**config.mk**
```make
export PLATFORM = sky130hd
export DESIGN_NAME = multiplicador_algoritmico
export DESIGN_NICKNAME = d
export VERILOG_FILES = /design/src/rtl/multiplicador_algoritmico.sv
export SDC_FILE = /design/constraint.sdc
export NUM_CORES = 1
export LEC_CHECK = 0
export ABC_CLOCK_PERIOD_IN_PS = 12450
export CORE_MARGIN = 5
export CORE_UTILIZATION = 54
export DETAILED_ROUTE_END_ITERATION = 6
export PLACE_DENSITY = 0.82
export REMOVE_ABC_BUFFERS = 1
export SLEW_MARGIN = 20
export SYNTH_ARGS = -nofsm -noshare
export SYNTH_HDL_FRONTEND = slang
export SYNTH_SLANG_ARGS = --single-unit
```
**constraint.sdc**
```tcl
create_clock -name CLK -period 12.45 [get_ports CLK]
set_input_delay 1.245 -clock CLK [delete_from_list [all_inputs] [get_ports CLK]]
set_output_delay 1.245 -clock CLK [all_outputs]
set_load 0.1 [all_outputs]
```
**src/rtl/multiplicador_algoritmico.sv**
```systemverilog
// Signed shift-and-add recomposer: Num = Coc*Den + Res, one multiplier bit per two cycles.
// Optional operand consistency flag enabled by defining CONSISTENCY_CHECK_EN.
module multiplicador_algoritmico #(
    parameter int unsigned tamanyo = 32
) (
    input  logic               CLK,
    input  logic               RSTa,
    input  logic               Start,
    input  logic [tamanyo-1:0] Coc,
    input  logic [tamanyo-1:0] Den,
    input  logic [tamanyo-1:0] Res,
    output logic [tamanyo-1:0] Num,
    output logic               Ovf,
    output logic               Err,
    output logic               Done
);

    localparam int unsigned N  = tamanyo;
    localparam int unsigned CW = $clog2(tamanyo);
    localparam logic [CW-1:0] ContInit = CW'(tamanyo - 1);
    localparam logic [CW-1:0] ContOne  = CW'(1);

    typedef enum logic [1:0] {D0, D1, D2, D3} state_e;

    state_e        state_q, state_d;
    logic [N-1:0]  accu_q, accu_d;
    logic [N-1:0]  q_q, q_d;
    logic [N-1:0]  m_q, m_d;
    logic [N-1:0]  r_q, r_d;
    logic [CW-1:0] cont_q, cont_d;
    logic          sign_q, sign_d;
    logic          c_q, c_d;
    logic [N-1:0]  num_q, num_d;
    logic          ovf_q, ovf_d;
    logic          done_q, done_d;

    logic [N-1:0]   coc_abs, den_abs;
    logic [2*N-1:0] prod_mag, prod_signed, sum_full;
    logic           sum_ovf;

    always_comb begin
        coc_abs = Coc[N-1] ? ({N{1'b0}} - Coc) : Coc;
        den_abs = Den[N-1] ? ({N{1'b0}} - Den) : Den;
    end

    // Magnitude product cannot exceed 2^(2N-2), so the signed sum never wraps in 2N bits.
    always_comb begin
        prod_mag    = {accu_q, q_q};
        prod_signed = sign_q ? ({(2*N){1'b0}} - prod_mag) : prod_mag;
        sum_full    = prod_signed + {{N{r_q[N-1]}}, r_q};
        sum_ovf     = ~((&sum_full[2*N-1:N-1]) | ~(|sum_full[2*N-1:N-1]));
    end

    // State register and datapath flops
    always_ff @(posedge CLK or negedge RSTa) begin
        if (!RSTa) begin
            state_q <= D0;
            accu_q  <= '0;
            q_q     <= '0;
            m_q     <= '0;
            r_q     <= '0;
            cont_q  <= '0;
            sign_q  <= 1'b0;
            c_q     <= 1'b0;
            num_q   <= '0;
            ovf_q   <= 1'b0;
            done_q  <= 1'b0;
        end else begin
            state_q <= state_d;
            accu_q  <= accu_d;
            q_q     <= q_d;
            m_q     <= m_d;
            r_q     <= r_d;
            cont_q  <= cont_d;
            sign_q  <= sign_d;
            c_q     <= c_d;
            num_q   <= num_d;
            ovf_q   <= ovf_d;
            done_q  <= done_d;
        end
    end

    // Next-state logic
    always_comb begin
        state_d = D0;
        unique case (state_q)
            D0:      state_d = Start ? D1 : D0;
            D1:      state_d = D2;
            D2:      state_d = (cont_q == '0) ? D3 : D1;
            D3:      state_d = D0;
            default: state_d = D0;
        endcase
    end

    // Datapath and registered-output next values
    always_comb begin
        accu_d = accu_q;
        q_d    = q_q;
        m_d    = m_q;
        r_d    = r_q;
        cont_d = cont_q;
        sign_d = sign_q;
        c_d    = c_q;
        num_d  = num_q;
        ovf_d  = ovf_q;
        done_d = 1'b0;
        unique case (state_q)
            D0: begin
                if (Start) begin
                    m_d    = den_abs;
                    q_d    = coc_abs;
                    r_d    = Res;
                    accu_d = '0;
                    c_d    = 1'b0;
                    cont_d = ContInit;
                    sign_d = Coc[N-1] ^ Den[N-1];
                end
            end
            D1: begin
                if (q_q[0]) begin
                    {c_d, accu_d} = {1'b0, accu_q} + {1'b0, m_q};
                end
            end
            D2: begin
                {c_d, accu_d, q_d} = {1'b0, c_q, accu_q, q_q[N-1:1]};
                cont_d             = cont_q - ContOne;
            end
            D3: begin
                num_d  = sum_full[N-1:0];
                ovf_d  = sum_ovf;
                done_d = 1'b1;
            end
            default: ;
        endcase
    end

    assign Num  = num_q;
    assign Ovf  = ovf_q;
    assign Done = done_q;

`ifdef CONSISTENCY_CHECK_EN
    logic         err_q, err_d;
    logic [N-1:0] r_abs;
    logic         err_cond;

    // M holds |Den|, so Den==0 is M==0; the remainder must be smaller and share the result sign.
    always_comb begin
        r_abs    = r_q[N-1] ? ({N{1'b0}} - r_q) : r_q;
        err_cond = (m_q == '0) || (r_abs >= m_q) ||
                   ((r_q != '0) && (r_q[N-1] != sum_full[2*N-1]));
        err_d    = (state_q == D3) ? err_cond : err_q;
    end

    always_ff @(posedge CLK or negedge RSTa) begin
        if (!RSTa) begin
            err_q <= 1'b0;
        end else begin
            err_q <= err_d;
        end
    end

    always_ff @(posedge CLK) begin
        if (RSTa && state_q == D3 && err_cond) begin
            $error("multiplicador_algoritmico: inconsistent operands |Den|=%0d Res=%0h sign=%0b",
                   m_q, r_q, sign_q);
        end
    end

    assign Err = err_q;
`else
    assign Err = 1'b0;
`endif

endmodule
```
=== Word level (Yosys, flattened, before mapping) ===
Index checks and enable logic that the tools add are counted.

* $add $sub $neg: 6
* Eq/ne operators: 5
* Mux-type cells: 17
* Bitwise gates (word level): 4
* Reductions and logical operators: 9

{| class="wikitable"
|+ Operators by type and width
! kind !! count
|-
| $mux W32 || 5
|-
| $pmux W32 S3 || 1
|-
| $add A64 B64 Y64 || 1
|-
| $mux W64 || 1
|-
| $pmux W32 S2 || 1
|-
| $sub A1 B32 Y32 const A || 2
|-
| $sub A1 B64 Y64 const A || 1
|-
| $add A32 B32 Y33 || 1
|-
| $reduce_and A33 Y1 || 1
|-
| $reduce_or A33 Y1 || 1
|-
| $pmux W5 S2 || 1
|-
| $pmux W2 S4 || 1
|-
| $logic_not A5 Y1 || 1
|-
| $mux W5 || 1
|-
| $sub A5 B1 Y5 const B || 1
|-
| $eq A2 B2 Y1 const B || 2
|-
| $mux W1 || 4
|-
| $ne A2 B2 Y1 const B || 2
|-
| $reduce_and A2 Y1 || 2
|-
| $pmux W1 S3 || 1
|-
| $reduce_and A3 Y1 || 1
|-
| $reduce_bool A3 Y1 || 1
|-
| $eq A2 B1 Y1 const B || 1
|-
| $logic_not A2 Y1 || 1
|-
| 5 further kinds || 6
|}

* Flip-flop bits (word level): 171
* Bits of input ports: 99
* Logic and storage cells: 52

=== Depth between registers and ports, before layout ===
Gate-level depths: netlist of run 1.

* Word-level depth: 7
* Gate-level depth with buffers: 23
* Mapped depth without buffers: 23

=== Least setup slack after synthesis of run 1 ===
OpenSTA, ideal clock, no wires.

* Path kind: register to register
* From: reg q_q[13]
* To: reg ovf_q (netlist: Ovf)
* Library setup time: 0.127 ns
* Data arrival time: 6.187 ns
* Required time: 12.323 ns
* Slack: 6.136 ns
* Stages on the path, launching flop included: 22
* Clock period less this slack: 6.314 ns
* Path through: dfrtp_1 -> or4_4 -> or4_4 -> or2_4 -> or3_4 -> or4_4 -> or4_1 -> or4_4 -> o21ai_0 -> xnor2_1 -> ha_1 -> nand2_1 -> o21ai_0 -> a31o_2 -> a21oi_1 -> o211a_1 -> mux2i_1 -> nand2_1 -> or4bb_1 -> or4_1 -> o31ai_1 -> nand2_1

* Word-level cells in the longest chain between the ends: 7

{| class="wikitable"
|+ Ends and longest elaborated chain
! element !! RTL line !! RTL
|-
| start, declared || 27 || <nowiki>logic [N-1:0] q_q, q_d;</nowiki>
|-
| start signal, assigned || 71 || <nowiki>q_q <= q_d;</nowiki>
|-
| $sub A1 B64 Y64 || 49 || <nowiki>prod_signed = sign_q ? ({(2*N){1'b0}} - prod_mag) : prod_mag;</nowiki>
|-
| $mux W64 * || 49 ||
|-
| $add A64 B64 Y64 * || 50 || <nowiki>sum_full = prod_signed + {{N{r_q[N-1]}}, r_q};</nowiki>
|-
| $reduce_or A33 Y1 || 51 || <nowiki>sum_ovf = ~((&sum_full[2*N-1:N-1]) | ~(|sum_full[2*N-1:N-1]));</nowiki>
|-
| $not A1 Y1 || 51 ||
|-
| $or A1 B1 Y1 * || 51 ||
|-
| $not A1 Y1 * || 51 ||
|-
| end signal, assigned || 78 || <nowiki>ovf_q <= ovf_d;</nowiki>
|-
| end, declared || 34 || <nowiki>logic ovf_q, ovf_d;</nowiki>
|}

Mark *: on every way between the ends. The rest lies on a longest branch, timed or not.
A chain may end at the register's enable or synchronous reset.

=== Worst setup path after layout of run 1 ===
Same ends and word-level chain as after synthesis.

==> metrics.md, run 1 <==
| Metric | Value |
|---|---|
| Crit path required time | 12780 ps |
| Max-cap violations | 0 |
| Fraction of synthesis flops using an asynchronous set or reset pin | 100% |
| Vertical die dimension | 179 um |
| Top routing layer used | met4 |
| Setup TNS after final layout | 0 ps |
| Class of the most critical setup path | flop to flop |
| Synth Area per Inst | 8.20 um2 |
| Arrival time of the worst setup path | 7110 ps |
| Wire length after detailed routing | 42.0 mm |
| Number of inserted diodes | 0 |
| Cell area after technology mapping | 15400 um2 |
| Root Buffer | clkbuf_16 |
| Iteration-0 DRC count of the detailed router | 1383 |
| Min Clock Period, post-route | 6780 ps |
| Cell row count | 61 |
| DRC viols | 0 |
| Worst Skew | 17.3 ps |
| Peak Freq | 0.148 GHz |
| Library cells used by synthesis | 76 |
| Worst slew slack as a fraction of its limit | 30.5% |
| Wire length of the first global-routing pass | 70.1 mm |
| PortBufs | 132 |
| Leading post-synthesis cells by cell area | dfrtp_1 (28%), ha_1 (8.5%), xnor2_1 (6.9%), o21ai_0 (6.5%), nand2_1 (5.2%) |
| Fin crit share | 54.4% |
| Number of synthesized flops with an enable pin | 0 |
| Biggest cell delay along the critical path | 570 ps |
| Number of buffers created by CTS | 17 |
| I/O pin count | 134 |
| Total routing usage reported by global routing | 26.7% |
| Critical Path Fanout Max | 7 |
| Number of setup violations in the final report | 0 |
| Critical path buffers and inverters | 0 |
| Final HPWL from detailed placement | 32.9 mm |
| Top Family by Delay on Critical Path | simple AND/OR/NAND/NOR gates |
| Worst skew pair latency | 450 ps |
| Final estimated routing congestion in global placement | 1.02 |
| Category of the worst setup path launch point | flop |
| Type of the most critical hold path | flop to flop |
| Smallest hold slack | 482 ps |
| Proportion of layout cells with a drive suffix above 1 | 6.72% |
| Number of sinks driven by the clock tree | 171 |
| Average via count per standard cell | 6.18 |
| Layout Cells excl Fill | 2343 |
| Hold buffers post-CTS | 0 |
| Slack of the worst reg-to-reg path | 5670 ps |
| Worst-margin pin slew | 1040 ps |
| Final hold vios | 0 |
| Average detailed-routed wire length per instance | 17.9 um |
| Core Region | 27900 um2 |
| Via count of the routed design | 14500 |
| Run status | completed |
| Most used cell, CP | or4_4 |
| Die area | 31900 um2 |
| Overall overflow remaining after global route | 0 |
| # Post-CTS Setup Buffers | 0 |
| CTS tree | done |
| Synthesized instance count | 1876 |
| Clock-pin slew reported for the worst setup and hold paths after clock tree synthesis | 80 ps |
| Final slew viol count | 0 |
| Nature of the critical path endpoint | flop |
| Fillers | 2404 |
| Met3 Wirelength | 2.60 mm |
| Sequential cell area in the final layout | 4280 um2 |
| Width of the die | 179 um |
| Number of antenna violations at the first check in global routing | 0 |
| Yosys top cell area share | 27.8% |
| Initial core utilization | 55.0% |
| Vias in the first global route | 13900 |
| Antenna violation net count after detailed routing | 0 |
| Cell Count Post-Placement | 2311 |
| Maximum number of buffers from clock root to sink | 2 |
| Cell type contributing the most total cell area after synthesis | dfrtp_1 |
| Seq cells post-synth | 171 |
| Largest net degree at the start of global routing | 105 |
| Sequential fraction of the synthesis area | 27.8% |
| Number of nets in the layout | 2158 |
| Unrepaired setup endpoints after global routing | false |
| H-Tree Depth | 4 |
| Area growth, synth to finish | 14.1% |
| Top flip-flop cell by instance count after synthesis | dfrtp_1 |
| Area used by multi-input combinational logic | 10600 um2 |
| Metal-1 WL | 19.4 mm |
| Number of gates resized after cts | 0 |
| Yosys warnings | 0 |
| TritonRoute pass-1 iters | 6 |
| Met2 wirelength from detailed routing | 19.1 mm |
| Worst-path cell with the longest stage delay | or4_4 |
| Critical path cell sequence | or4_4 -> or4_4 -> or2_4 -> or3_4 -> or4_4 -> or4_1 -> or4_4 -> o21ai_0 -> xnor2_1 -> ha_1 -> nand2_1 -> o21ai_0 -> a31o_2 -> a21oi_1 -> o211a_1 -> mux2i_1 -> nand2_1 -> or4bb_1 -> or4_1 -> o31ai_1 -> nand2_1 |
[cells by family after synthesis]
kind of cell	count (synthesis)	synth area share, %
other	1	0.0244
flip-flops	171	27.8
XOR/XNOR	195	11.1
AND/OR/NAND/NOR	575	18.2
AO/OA/AOI/OAI	622	25.5
buffers and inverters	131	3.22
adder cells (fa/ha/maj)	107	8.80
multiplexers	74	5.32
[flip-flops by register name, indices dropped and copies added (netlist names), 2 cells and up]
name	count
cont_q	5
accu_q	32
state_q	2
Num	32
r_q	32
m_q	32
q_q	32
[tightest hold or removal path, stage by stage (launching register included)]
cell,delay (ps)
dfrtp_1,340
nand2_1,50
o21ai_0,60
[metal layers]
layer	vias to the layer above	global-route usage, %
met1	6831	38.4
met5	-	0
met2	501	42.9
met3	67	3.33
met4	0	6.62
li1	7079	-
[synth_stat cells (7+ instances only)]
cell	n
a211o_1	9
a211oi_1	15
a21o_1	42
a21oi_1	147
a22oi_1	28
and2_1	7
and3_1	9
buf_1	8
clkbuf_1	74
dfrtp_1	171
ha_1	105
inv_1	48
mux2_2	62
mux2i_1	12
nand2_1	215
nand2b_1	17
nand3_1	41
nand4_1	21
nor2_1	111
nor2b_1	15
nor3_1	32
nor4_1	16
o211ai_1	12
o21a_1	19
o21ai_0	200
o21bai_1	14
o311a_1	7
o31ai_1	48
o41ai_1	16
or2_2	12
or3_1	32
or4_1	16
xnor2_1	122
xor2_1	73
[cells in the final DEF, fill, tap and decap left out, types with 17 or more instances in the layout]
master	count
a21o_1	42
clkdlybuf4s50_1	131
o31ai_1	48
clkbuf_16	17
nand4_1	21
o21a_1	19
inv_1	48
xor2_1	73
mux2_2	62
nand2_1	214
or3_1	32
a22oi_1	28
o21ai_0	200
nor3_1	32
dfrtp_1	170
nand2b_1	17
nor2_1	111
xnor2_1	122
ha_1	103
a21oi_1	147
nand3_1	41
[final timing paths]
path,from,endpoint,cells after the start
max,q_q[13],Ovf,21
min,m_q[8],m_q[8],2
max reg2reg,q_q[13],Ovf,21
min reg2reg,m_q[8],m_q[8],2
max in group asynchronous,RSTa,accu_q[30],2
min in group asynchronous,RSTa,Num[2],1
[through the flow]
| step | instance area [um2] | util, % | setup slack, ps |
|---|---|---|---|
| finish | 17500 | 62.8 | 5670 |
| global route | 17500 | 62.8 | 5300 |
| CTS | 17500 | 62.8 | 5680 |
| detailed placement | 16900 | 60.6 | 5690 |
| global placement | 16900 | 60.6 | 5740 |
| floorplan | 15100 | - | 6100 |
[area by class of cell]
| class | instances | share of cell area [%] |
|---|---|---|
| repair buffers | 140 | 7.88 |
| clock inverters | 15 | 0.999 |
| inverters | 48 | 1.03 |
| well taps | 378 | 2.70 |
| flip-flops and latches | 171 | 24.4 |
| multi-input cells | 1574 | 60.6 |
| clock buffers | 17 | 2.43 |
Power of run 1 is not shown: default switching activity piles up to over one toggle a cycle in this logic, so the estimate is an artifact.
==> run 2: changes to the inputs <==
Settings changed: ABC_CLOCK_PERIOD_IN_PS 12450 to 5800, PLACE_DENSITY 0.82 to 0.85.
Clock period 12.45 ns to 5.8 ns, I/O delays scaled along.
==> run 2 against run 1 <==
  * The run now ends with setup timing left
  * Core utilization increased by 6.5 points
  * Hold slack got worse by 420 ps
  * Critical path depth unchanged
  * Highest routed layer unchanged
==> metrics.md, run 2 (same netlist as run 1, synthesis figures left out) <==
| Metric | Value |
|---|---|
| Width of the die | 179 um (unchanged) |
| Failing checks | setup timing |
| Root Buffer | clkbuf_16 (unchanged) |
| Most common library cell in the layout ignoring fill and taps | buf_4 (was nand2_1) |
| Sequential cell area in the final layout | 4280 um2 (unchanged) |
| Worst-margin pin slew | 1010 ps (was 1040 ps) |
| PortBufs | 132 (unchanged) |
| Arrival time of the worst setup path | 6560 ps (was 7110 ps) |
| Fin crit share | 107% (was 54.4%) |
| CTS tree | done (unchanged) |
| Maximum number of buffers from clock root to sink | 2 (unchanged) |
| Overall overflow remaining after global route | 0 (unchanged) |
| Number of sinks driven by the clock tree | 171 (unchanged) |
| Unrepaired setup endpoints after global routing | true (was false) |
| Critical Path Fanout Max | 4 (was 7) |
| Class of the most critical setup path | flop to flop (unchanged) |
| Post-Place Worst Slack | -638 ps (was 5690 ps) |
| Number of buffers created by CTS | 17 (unchanged) |
| Peak Freq | 0.160 GHz (was 0.148 GHz) |
| Average detailed-routed wire length per instance | 17.6 um (was 17.9 um) |
| Antenna violation net count after detailed routing | 0 (unchanged) |
| Initial core utilization | 55.0% (unchanged) |
| Nature of the critical path endpoint | flop (unchanged) |
| Area used by multi-input combinational logic | 10700 um2 (was 10600 um2) |
| Worst Skew | 19.5 ps (was 17.3 ps) |
| Most used cells in the layout excluding fill and tap cells | buf_4 (236), nand2_1 (214), o21ai_0 (194) (was nand2_1 (214), o21ai_0 (200), dfrtp_1 (170)) |
| Die area | 31900 um2 (unchanged) |
| Worst skew pair latency | 450 ps (about the same) |
| Number of setup violations in the final report | 1 (was 0) |
| Final hold vios | 0 (unchanged) |
| Proportion of layout cells with a drive suffix above 1 | 17.1% (was 6.72%) |
| Largest net degree at the start of global routing | 110 (was 105) |
| Worst slew slack as a fraction of its limit | 32.2% (was 30.5%) |
| Min Clock Period, post-route | 6230 ps (was 6780 ps) |
| Area growth, synth to finish | 25.8% (was 14.1%) |
| Number of antenna violations at the first check in global routing | 1 (was 0) |
| Fillers | 2261 (was 2404) |
| Via count of the routed design | 15600 (was 14500) |
| Category of the worst setup path launch point | flop (unchanged) |
| Run status | finished, violations left (was completed) |
| Total routing usage reported by global routing | 28.6% (was 26.7%) |
| Wire length of the first global-routing pass | 74.7 mm (was 70.1 mm) |
| Hold buffers post-CTS | 0 (unchanged) |
| Crit path required time | 6120 ps (was 12780 ps) |
| Final standard cell area without fillers | 19300 um2 (was 17500 um2) |
| Vias in the first global route | 14900 (was 13900) |
| Vertical die dimension | 179 um (unchanged) |
| Core Region | 27900 um2 (unchanged) |
| Iteration-0 DRC count of the detailed router | 1764 (was 1383) |
| Final HPWL from detailed placement | 35.7 mm (was 32.9 mm) |
| Average via count per standard cell | 6.04 (was 6.18) |
| Type of the most critical hold path | input pin to asynchronous set/reset pin (was flop to flop) |
| Number of nets in the layout | 2387 (was 2158) |
| Cell row count | 61 (unchanged) |
| Max-cap violations | 0 (unchanged) |
| Setup TNS after final layout | -433 ps (was 0 ps) |
| Final slew viol count | 0 (unchanged) |
| Worst setup slack after layout | -433 ps (was 5670 ps) |
| Final estimated routing congestion in global placement | 0.998 (was 1.02) |
| Cell area after placement | 18600 um2 (was 16900 um2) |
| DRC viols | 0 (unchanged) |
| Clock-pin slew reported for the worst setup and hold paths after clock tree synthesis | 90 ps (was 80 ps) |
| I/O pin count | 134 (unchanged) |
| TritonRoute pass-1 iters | 6 (unchanged) |
| Number of cell instances on the worst register-to-register path | 21 (unchanged) |
| Wire length after detailed routing | 45.4 mm (was 42.0 mm) |
| H-Tree Depth | 4 (unchanged) |
-- run 2: changes by cell type in the layout (fill, tap and decap cells not counted), sizes merged --
cell | previous run | this run
clkdlybuf4s50 | 131 | 130
diode | 0 | 1
inv | 56 | 55
clkbuf | 17 | 18
buf | 9 | 239
-- run 2: layout make-up --
type	count	area share (%)
antenna	1	0.0129
inverter	48	0.931
sequential	171	22.1
timing repair buffer	369	16.1
clock inverter	14	0.912
tap	378	2.44
clock buffer	18	2.22
multi-input combinational	1574	55.3
-- run 2: metal layers --
metal	GRT usage [%]	wire length, um
met1	40.5	20700
met2	46.9	21000
met3	3.42	2830
met4	7.00	898
met5	0	0
-- run 2: path summary, 6_finish.rpt --
kind / start / end / slack, ps
hold / removal: RSTa / Num[3] / 60
min in group CLK: m_q[7] / m_q[7] / 480
setup / recovery: q_q[13] / Ovf / -430
setup reg to reg: q_q[13] / Ovf / -430
hold reg to reg: m_q[7] / m_q[7] / 480
max in group asynchronous: RSTa / sign_q / 4450
-- run 2: metrics by stage --
stage	instances	hold WS (ps)	util, %
2_1_floorplan	1793	284	-
3_3_place_gp	2537	470	66.7
4_1_cts	2570	290	69.0
6_report	2573	60.6	69.3
5_1_grt	2573	97.1	69.3
3_5_place_dp	2537	476	66.7
-- run 2: critical path: stages, from the launching register on --
cell and delay [ps]:
dfrtp_1 390, or4_4 530, or4_4 430, or2_4 270, or3_4 350, or4_4 440
or4_4 440, or4_4 480, o21ai_2 150, xnor2_1 80, ha_1 310, nand2_1 70
o21ai_1 180, a31o_2 200, a21oi_2 80, o211a_1 220, mux2i_1 130, nand2_1 60
or4bb_1 490, or4_1 510, o31ai_1 230, nand2_1 70
-- run 2: repair_timing --
| item | in CTS | in global routing |
|---|---|---|
| pin swaps | 2 | 3 |
| resized for setup | 12 | 11 |
| cloned | 0 | 0 |
| setup buffers | 1 | 1 |
| setup endpoints to repair | 1 | 1 |
Power of run 2 is left out for the same reason.
